$ cat config.mk
export PLATFORM = sky130hd
export DESIGN_NAME = imm_ext_shift_pipe_flat
export DESIGN_NICKNAME = d
export VERILOG_FILES = /design/src/rtl/imm_ext_shift_pipe_pkg.sv /design/src/rtl/imm_ext_shift_pipe_if.sv /design/src/rtl/imm_ext_shift_stage.sv /design/src/rtl/imm_ext_shift_pipe.sv /design/src/flat_wrapper.sv
export SDC_FILE = /design/constraint.sdc
export NUM_CORES = 1
export LEC_CHECK = 0
export ABC_AREA = 1
export BUFFER_PORTS_ARGS = -buffer_cell sky130_fd_sc_hd__clkbuf_2
export CORE_MARGIN = 1
export CORE_UTILIZATION = 40
export DETAILED_ROUTE_END_ITERATION = 7
export PLACE_DENSITY = 0.6
export SLEW_MARGIN = 15
export SYNTH_ARGS = -nofsm -noshare
export SYNTH_HDL_FRONTEND = slang
export SYNTH_HIERARCHICAL = 1
export SYNTH_SLANG_ARGS = --single-unit
$ cat constraint.sdc
create_clock -name clk -period 3.1 [get_ports clk]
set_input_delay 0.62 -clock clk [delete_from_list [all_inputs] [get_ports clk]]
set_output_delay 0.62 -clock clk [all_outputs]
set_load 0.03 [all_outputs]
$ cat src/rtl/imm_ext_shift_pipe_pkg.sv
// Shared definitions for the immediate extend/shift pipeline: mode
// encodings, the datapath width and small mode-decoding helpers.
package imm_ext_shift_pipe_pkg;

    localparam int DATAPATH_WIDTH = 16;

    typedef enum logic [1:0] {
        MODE_LONG_SIGN  = 2'b00,
        MODE_SHORT_SIGN = 2'b01,
        MODE_LONG_ZERO  = 2'b10,
        MODE_SHORT_ZERO = 2'b11
    } imm_mode_e;

    // mode[0] selects the short field
    function automatic logic mode_is_short(input logic [1:0] mode);
        return mode[0];
    endfunction

    // mode[1] selects zero extension
    function automatic logic mode_is_zero(input logic [1:0] mode);
        return mode[1];
    endfunction

endpackage

$ cat src/rtl/imm_ext_shift_pipe_if.sv
// Operand/result handshake bundle for the immediate extend/shift pipeline.
// The slave modport is the pipeline's view, master is the surrounding logic.
interface imm_ext_shift_pipe_if
    import imm_ext_shift_pipe_pkg::*;
#(
    parameter int IN_WIDTH    = 12,
    parameter int OUT_WIDTH   = DATAPATH_WIDTH,
    parameter int SHAMT_WIDTH = 3
) ();

    logic                   in_valid;
    logic                   in_ready;
    logic [IN_WIDTH-1:0]    data_in;
    logic [1:0]             mode;
    logic [SHAMT_WIDTH-1:0] shamt;
    logic                   out_valid;
    logic                   out_ready;
    logic [OUT_WIDTH-1:0]   data_out;
    logic                   overflow;

    modport slave (
        input  in_valid, data_in, mode, shamt, out_ready,
        output in_ready, out_valid, data_out, overflow
    );

    modport master (
        output in_valid, data_in, mode, shamt, out_ready,
        input  in_ready, out_valid, data_out, overflow
    );

endinterface

$ cat src/rtl/imm_ext_shift_stage.sv
// Generic valid/ready pipeline register. The stage loads whenever it is
// empty or its content is being consumed downstream; ready upstream is
// therefore combinational from down_ready (no skid buffer).
module imm_ext_shift_stage #(
    parameter int WIDTH = 8
) (
    input  logic             clk,
    input  logic             rst_n,
    input  logic             up_valid,
    output logic             up_ready,
    input  logic [WIDTH-1:0] up_data,
    output logic             down_valid,
    input  logic             down_ready,
    output logic [WIDTH-1:0] down_data
);

    logic             valid_r;
    logic [WIDTH-1:0] data_r;
    logic             advance_s;

    // Stage may take new content when empty or when being drained
    always_comb begin
        advance_s = !valid_r || down_ready;
    end

    // Occupancy and payload register with synchronous active-low reset
    always_ff @(posedge clk) begin
        if (!rst_n) begin
            valid_r <= 1'b0;
            data_r  <= {WIDTH{1'b0}};
        end else if (advance_s) begin
            valid_r <= up_valid;
            if (up_valid) begin
                data_r <= up_data;
            end else begin
                data_r <= data_r;
            end
        end else begin
            valid_r <= valid_r;
            data_r  <= data_r;
        end
    end

    assign up_ready   = advance_s;
    assign down_valid = valid_r;
    assign down_data  = data_r;

endmodule

$ cat src/rtl/imm_ext_shift_pipe.sv
// Two-stage immediate extender and left shifter. Stage 1 registers the
// extended field, its sign and the shift amount; stage 2 registers the
// shifted value and an overflow flag that is set when the truncated result
// no longer equals the exact (infinitely wide) shifted value.
module imm_ext_shift_pipe
    import imm_ext_shift_pipe_pkg::*;
#(
    parameter int IN_WIDTH    = 12,
    parameter int SHORT_WIDTH = 8,
    parameter int OUT_WIDTH   = DATAPATH_WIDTH,
    parameter int SHAMT_WIDTH = 3
) (
    input logic                clk,
    input logic                rst_n,
    imm_ext_shift_pipe_if.slave bus
);

    localparam int PAD_W  = (2 ** SHAMT_WIDTH) - 1;
    localparam int FULL_W = OUT_WIDTH + PAD_W;
    localparam int S1_W   = 2 + OUT_WIDTH + SHAMT_WIDTH;
    localparam int S2_W   = 1 + OUT_WIDTH;

    logic                   field_msb_s;
    logic                   sign_s;
    logic [OUT_WIDTH-1:0]   ext_s;
    logic [S1_W-1:0]        s1_in_s;
    logic [S1_W-1:0]        s1_out_s;
    logic                   s1_valid_s;
    logic                   s1_ready_s;
    logic                   in_ready_s;
    logic                   s1_zero_s;
    logic                   s1_sign_s;
    logic [OUT_WIDTH-1:0]   s1_ext_s;
    logic [SHAMT_WIDTH-1:0] s1_shamt_s;
    logic [FULL_W-1:0]      full_s;
    logic [PAD_W:0]         hi_s;
    logic                   ovf_s;
    logic [S2_W-1:0]        s2_in_s;
    logic [S2_W-1:0]        s2_out_s;
    logic                   s2_valid_s;

    // Select the immediate field and extend it to the datapath width
    always_comb begin
        if (mode_is_short(bus.mode)) begin
            field_msb_s = bus.data_in[SHORT_WIDTH-1];
        end else begin
            field_msb_s = bus.data_in[IN_WIDTH-1];
        end
        if (mode_is_zero(bus.mode)) begin
            sign_s = 1'b0;
        end else begin
            sign_s = field_msb_s;
        end
        ext_s = {OUT_WIDTH{sign_s}};
        for (int i = 0; i < IN_WIDTH; i++) begin
            if (!mode_is_short(bus.mode) || (i < SHORT_WIDTH)) begin
                ext_s[i] = bus.data_in[i];
            end else begin
                ext_s[i] = sign_s;
            end
        end
        s1_in_s = {mode_is_zero(bus.mode), sign_s, ext_s, bus.shamt};
    end

    imm_ext_shift_stage #(.WIDTH(S1_W)) u_stage1 (
        .clk        (clk),
        .rst_n      (rst_n),
        .up_valid   (bus.in_valid),
        .up_ready   (in_ready_s),
        .up_data    (s1_in_s),
        .down_valid (s1_valid_s),
        .down_ready (s1_ready_s),
        .down_data  (s1_out_s)
    );

    assign {s1_zero_s, s1_sign_s, s1_ext_s, s1_shamt_s} = s1_out_s;

    // Shift the sign-extended value and detect loss of the exact result;
    // sign modes also require the new result MSB to match the sign
    always_comb begin
        full_s = {{PAD_W{s1_sign_s}}, s1_ext_s} << s1_shamt_s;
        hi_s   = full_s[FULL_W-1:OUT_WIDTH-1];
        if (s1_zero_s) begin
            ovf_s = |hi_s[PAD_W:1];
        end else begin
            ovf_s = |(hi_s ^ {(PAD_W + 1){s1_sign_s}});
        end
        s2_in_s = {ovf_s, full_s[OUT_WIDTH-1:0]};
    end

    imm_ext_shift_stage #(.WIDTH(S2_W)) u_stage2 (
        .clk        (clk),
        .rst_n      (rst_n),
        .up_valid   (s1_valid_s),
        .up_ready   (s1_ready_s),
        .up_data    (s2_in_s),
        .down_valid (s2_valid_s),
        .down_ready (bus.out_ready),
        .down_data  (s2_out_s)
    );

    assign bus.in_ready  = in_ready_s;
    assign bus.out_valid = s2_valid_s;
    assign bus.overflow  = s2_out_s[S2_W-1];
    assign bus.data_out  = s2_out_s[OUT_WIDTH-1:0];

endmodule

$ cat src/flat_wrapper.sv
// flat-port wrapper written by rule: the top's interface ports become plain ports
module imm_ext_shift_pipe_flat import imm_ext_shift_pipe_pkg::*;
#(
    parameter int IN_WIDTH    = 12,
    parameter int SHORT_WIDTH = 8,
    parameter int OUT_WIDTH   = DATAPATH_WIDTH,
    parameter int SHAMT_WIDTH = 3
)
  (clk, rst_n, bus_in_valid, bus_data_in, bus_mode, bus_shamt, bus_out_ready, bus_in_ready, bus_out_valid, bus_data_out, bus_overflow);
  imm_ext_shift_pipe_if #(.IN_WIDTH(IN_WIDTH), .OUT_WIDTH(OUT_WIDTH), .SHAMT_WIDTH(SHAMT_WIDTH)) bus_i ();
  input logic clk;
  input logic rst_n;
  input wire logic [$bits(bus_i.in_valid)-1:0] bus_in_valid;
  input wire logic [$bits(bus_i.data_in)-1:0] bus_data_in;
  input wire logic [$bits(bus_i.mode)-1:0] bus_mode;
  input wire logic [$bits(bus_i.shamt)-1:0] bus_shamt;
  input wire logic [$bits(bus_i.out_ready)-1:0] bus_out_ready;
  output wire logic [$bits(bus_i.in_ready)-1:0] bus_in_ready;
  output wire logic [$bits(bus_i.out_valid)-1:0] bus_out_valid;
  output wire logic [$bits(bus_i.data_out)-1:0] bus_data_out;
  output wire logic [$bits(bus_i.overflow)-1:0] bus_overflow;
  assign bus_i.in_valid = bus_in_valid;
  assign bus_i.data_in = bus_data_in;
  assign bus_i.mode = bus_mode;
  assign bus_i.shamt = bus_shamt;
  assign bus_i.out_ready = bus_out_ready;
  assign bus_in_ready = bus_i.in_ready;
  assign bus_out_valid = bus_i.out_valid;
  assign bus_data_out = bus_i.data_out;
  assign bus_overflow = bus_i.overflow;
  imm_ext_shift_pipe #(.IN_WIDTH(IN_WIDTH), .SHORT_WIDTH(SHORT_WIDTH), .OUT_WIDTH(OUT_WIDTH), .SHAMT_WIDTH(SHAMT_WIDTH)) u_core (.clk(clk), .rst_n(rst_n), .bus(bus_i));
endmodule
==> out/results.txt <==
status -> finished, violations left
failing checks -> DRC
critical path endpoint category -> flop
row cnt -> 29
Area Growth Syn to Fin -> 4.97%
Synth area leader -> dfxtp_1
antenna fix cells -> 0
Cell Int Power -> 932 uW
initial antenna violation count -> 0
Post-Syn Nets -> 457
Post-CTS Setup Repair Bufs -> 0
max-slew violation count -> 0
most frequent cell after synthesis -> nand2_1
CTS tree -> built
final hold vios -> 0
# port buffers -> 39
CP startpoint kind -> flop
crit path kind -> flop to flop
Cells after Synth -> 436
die area -> 0.00714 mm2
number of register bits inferred by synthesis -> 40
CTS H-Tree Depth -> 2
Vert. Die Dim -> 84.5 um
syn avg cell area -> 6.24 um2
number of buffers created by CTS -> 5
post-synth cell types -> 26
Vias -> 2602
Sink Count -> 40
vias in the first global route -> 2290
post-CTS sizing -> 0
mapped cell area -> 0.00272 mm2
routed vias/inst -> 4.89
proportion of layout cells with a drive suffix above 1 -> 14.5%
Clock Power Share -> 33.3%
hold slack -> 0.481 ns
async set or reset register ratio after synthesis -> 0%
Hold Buf Count CTS -> 0
power density cells -> 483 mW/mm2
Cells after DPL -> 524
Final setup viols -> 0
Switching Fraction -> 32.4%
clock latency on the worst-skew pair -> 0.30 ns
reported net switching power -> 447 uW
Period minus WS final -> 2.12 ns
RSZ-0062 raised after global routing -> false
Clk pin slew, worst setup/hold paths -> 0.08 ns
Core Box Area -> 0.00646 mm2
global-route wire length before repair -> 10.2 mm
EDFF count, synth -> 0
RePlAce Congestion -> 0.823
Top FF cell, synth -> dfxtp_1
Pre-antenna DRT Iters -> 8
Commonest cells post-synth -> nand2_1, nand3_1, inv_1
Post-DP HPWL -> 4.05 mm
fin cells -> 532
Remaining Overflow, GRT -> 0
final setup TNS -> 0 ns
max-cap viol count -> 0
Worst Path Arrival -> 2.32 ns
DRT iter0 DRCs -> 104
Worst Skew -> 0.00592 ns
IO Count -> 40
WL per Instance -> 10.9 um
CTS root buffer -> clkbuf_8
Lkg Pwr -> 1.51 nW
crit-path max FO -> 19
post-synthesis sequential area ratio -> 29.4%
die width -> 84.5 um
worst reg2reg path depth -> 15
number of remaining DRC errors -> 2
Tcrit/Tclk final -> 68.5%
Final #Nets -> 475
worst vdd ir -> 210 uV
CTS Buffer Depth -> 2
Slew HR -> 47.0%
Initial Util -> 42.1%
Hold WC Path Type -> flop to flop
Hold Path Cell Cnt -> 2
highest clock rate -> 471 MHz
WL final -> 5.79 mm
Syn. warnings -> 6
share of the synthesized area in the top cell type -> 29.4%
pin count of the biggest net entering global routing -> 44
synth top area cells -> dfxtp_1, nand2_1, nand3_1
total track usage -> 17.4%
power share of the sequential group -> 42.7%
Slew @ Worst Pin -> 0.796 ns
Logic pwr share -> 24.0%
CP Data Required Time -> 3.29 ns
Antenna Violating Nets Remaining -> 0
[cells in the final DEF (no fill, tap or decap)]
cell type and n:
a21oi_1 39, nor3_1 2, nor3_2 1, bufinv_16 1
nand4_1 1, mux2i_1 1, or2_2 1, nand3_2 4
buf_4 3, nor2_1 50, o21ai_0 18, nand2_4 3
clkbuf_2 39, nand2_2 3, nand3_1 70, clkbuf_8 6
nand2_1 109, o21ai_1 3, inv_2 2, inv_1 54
inv_4 2, a21boi_1 2, clkinv_4 1, dfxtp_1 40
[area by class of cell]
class                      instances  area [um2]
inverter                          58         223
fill                             732        3600
clock inverter                     2        38.8
multi-input combinational        307        1400
clock buffer                       6        82.6
sequential                        40         801
tap                               77        96.3
timing repair buffer              42         218
[through the flow]
step,cell area (um2),total power [mW],utilization (%),worst slack (ns)
after floorplan,2720,0.883,-,1.30
after global placement,2740,0.931,42.3,1.07
after detailed placement,2740,0.933,42.3,1.01
after CTS,2860,1.39,44.2,0.989
after global routing,2860,1.47,44.2,0.732
final,2860,1.38,44.2,0.977
[state kept, by name, summed over array words and instances, names as in the netlist]
name                        flops
u_core/u_stage1/down_data      21
u_core/u_stage2/down_data      17
u_core/u_stage1/down_valid      1
u_core/u_stage2/down_valid      1
[power groups by stage]
stage | sequential, mW | clock (mW) | combinational (mW)
after global placement | 0.600 | 0 | 0.331
after CTS | 0.589 | 0.471 | 0.333
final | 0.588 | 0.459 | 0.331
after floorplan | 0.619 | 0 | 0.264
after global routing | 0.594 | 0.490 | 0.384
after detailed placement | 0.601 | 0 | 0.333
[routing by layer]
layer	GRT usage, %	vias up	wire, um
li1	-	1407	-
met4	5.39	0	81
met2	28.2	52	2510
met3	3.34	9	206
met1	23.4	1134	2990
met5	0	-	0
[final timing paths]
check	startpoint	to	slack, ns
setup reg to reg	u_core/u_stage1/down_data[0]	u_core/u_stage2/down_data[16]	0.98
hold reg to reg	u_core/u_stage2/down_data[10]	u_core/u_stage2/down_data[10]	0.48
hold / removal	u_core/u_stage2/down_data[10]	u_core/u_stage2/down_data[10]	0.48
setup / recovery	u_core/u_stage1/down_data[0]	u_core/u_stage2/down_data[16]	0.98
[cells by family (layout without fill, tap and decap cells)]
group,after synthesis,count (layout),synth area share (%)
buffers and inverters,89,108,19.2
and+or+nand+nor,244,244,39.4
DFF,40,40,29.4
AOI/OAI and AO/OA,62,62,11.6
muxes,1,1,0.368
[critical path, stage by stage (launching register included)]
cell and delay, ns:
dfxtp_1 0.79, inv_4 0.21, nand2_1 0.13, nand3_1 0.07
nand2_1 0.15, nor2_1 0.05, nor2_1 0.11, nand2_1 0.06
nor2_1 0.08, nand2_1 0.05, nand2_1 0.06, inv_1 0.03
inv_1 0.04, nand3_1 0.07, nand2_1 0.08, nor2_1 0.05
Note: power is estimated with default switching activity, not from simulation.
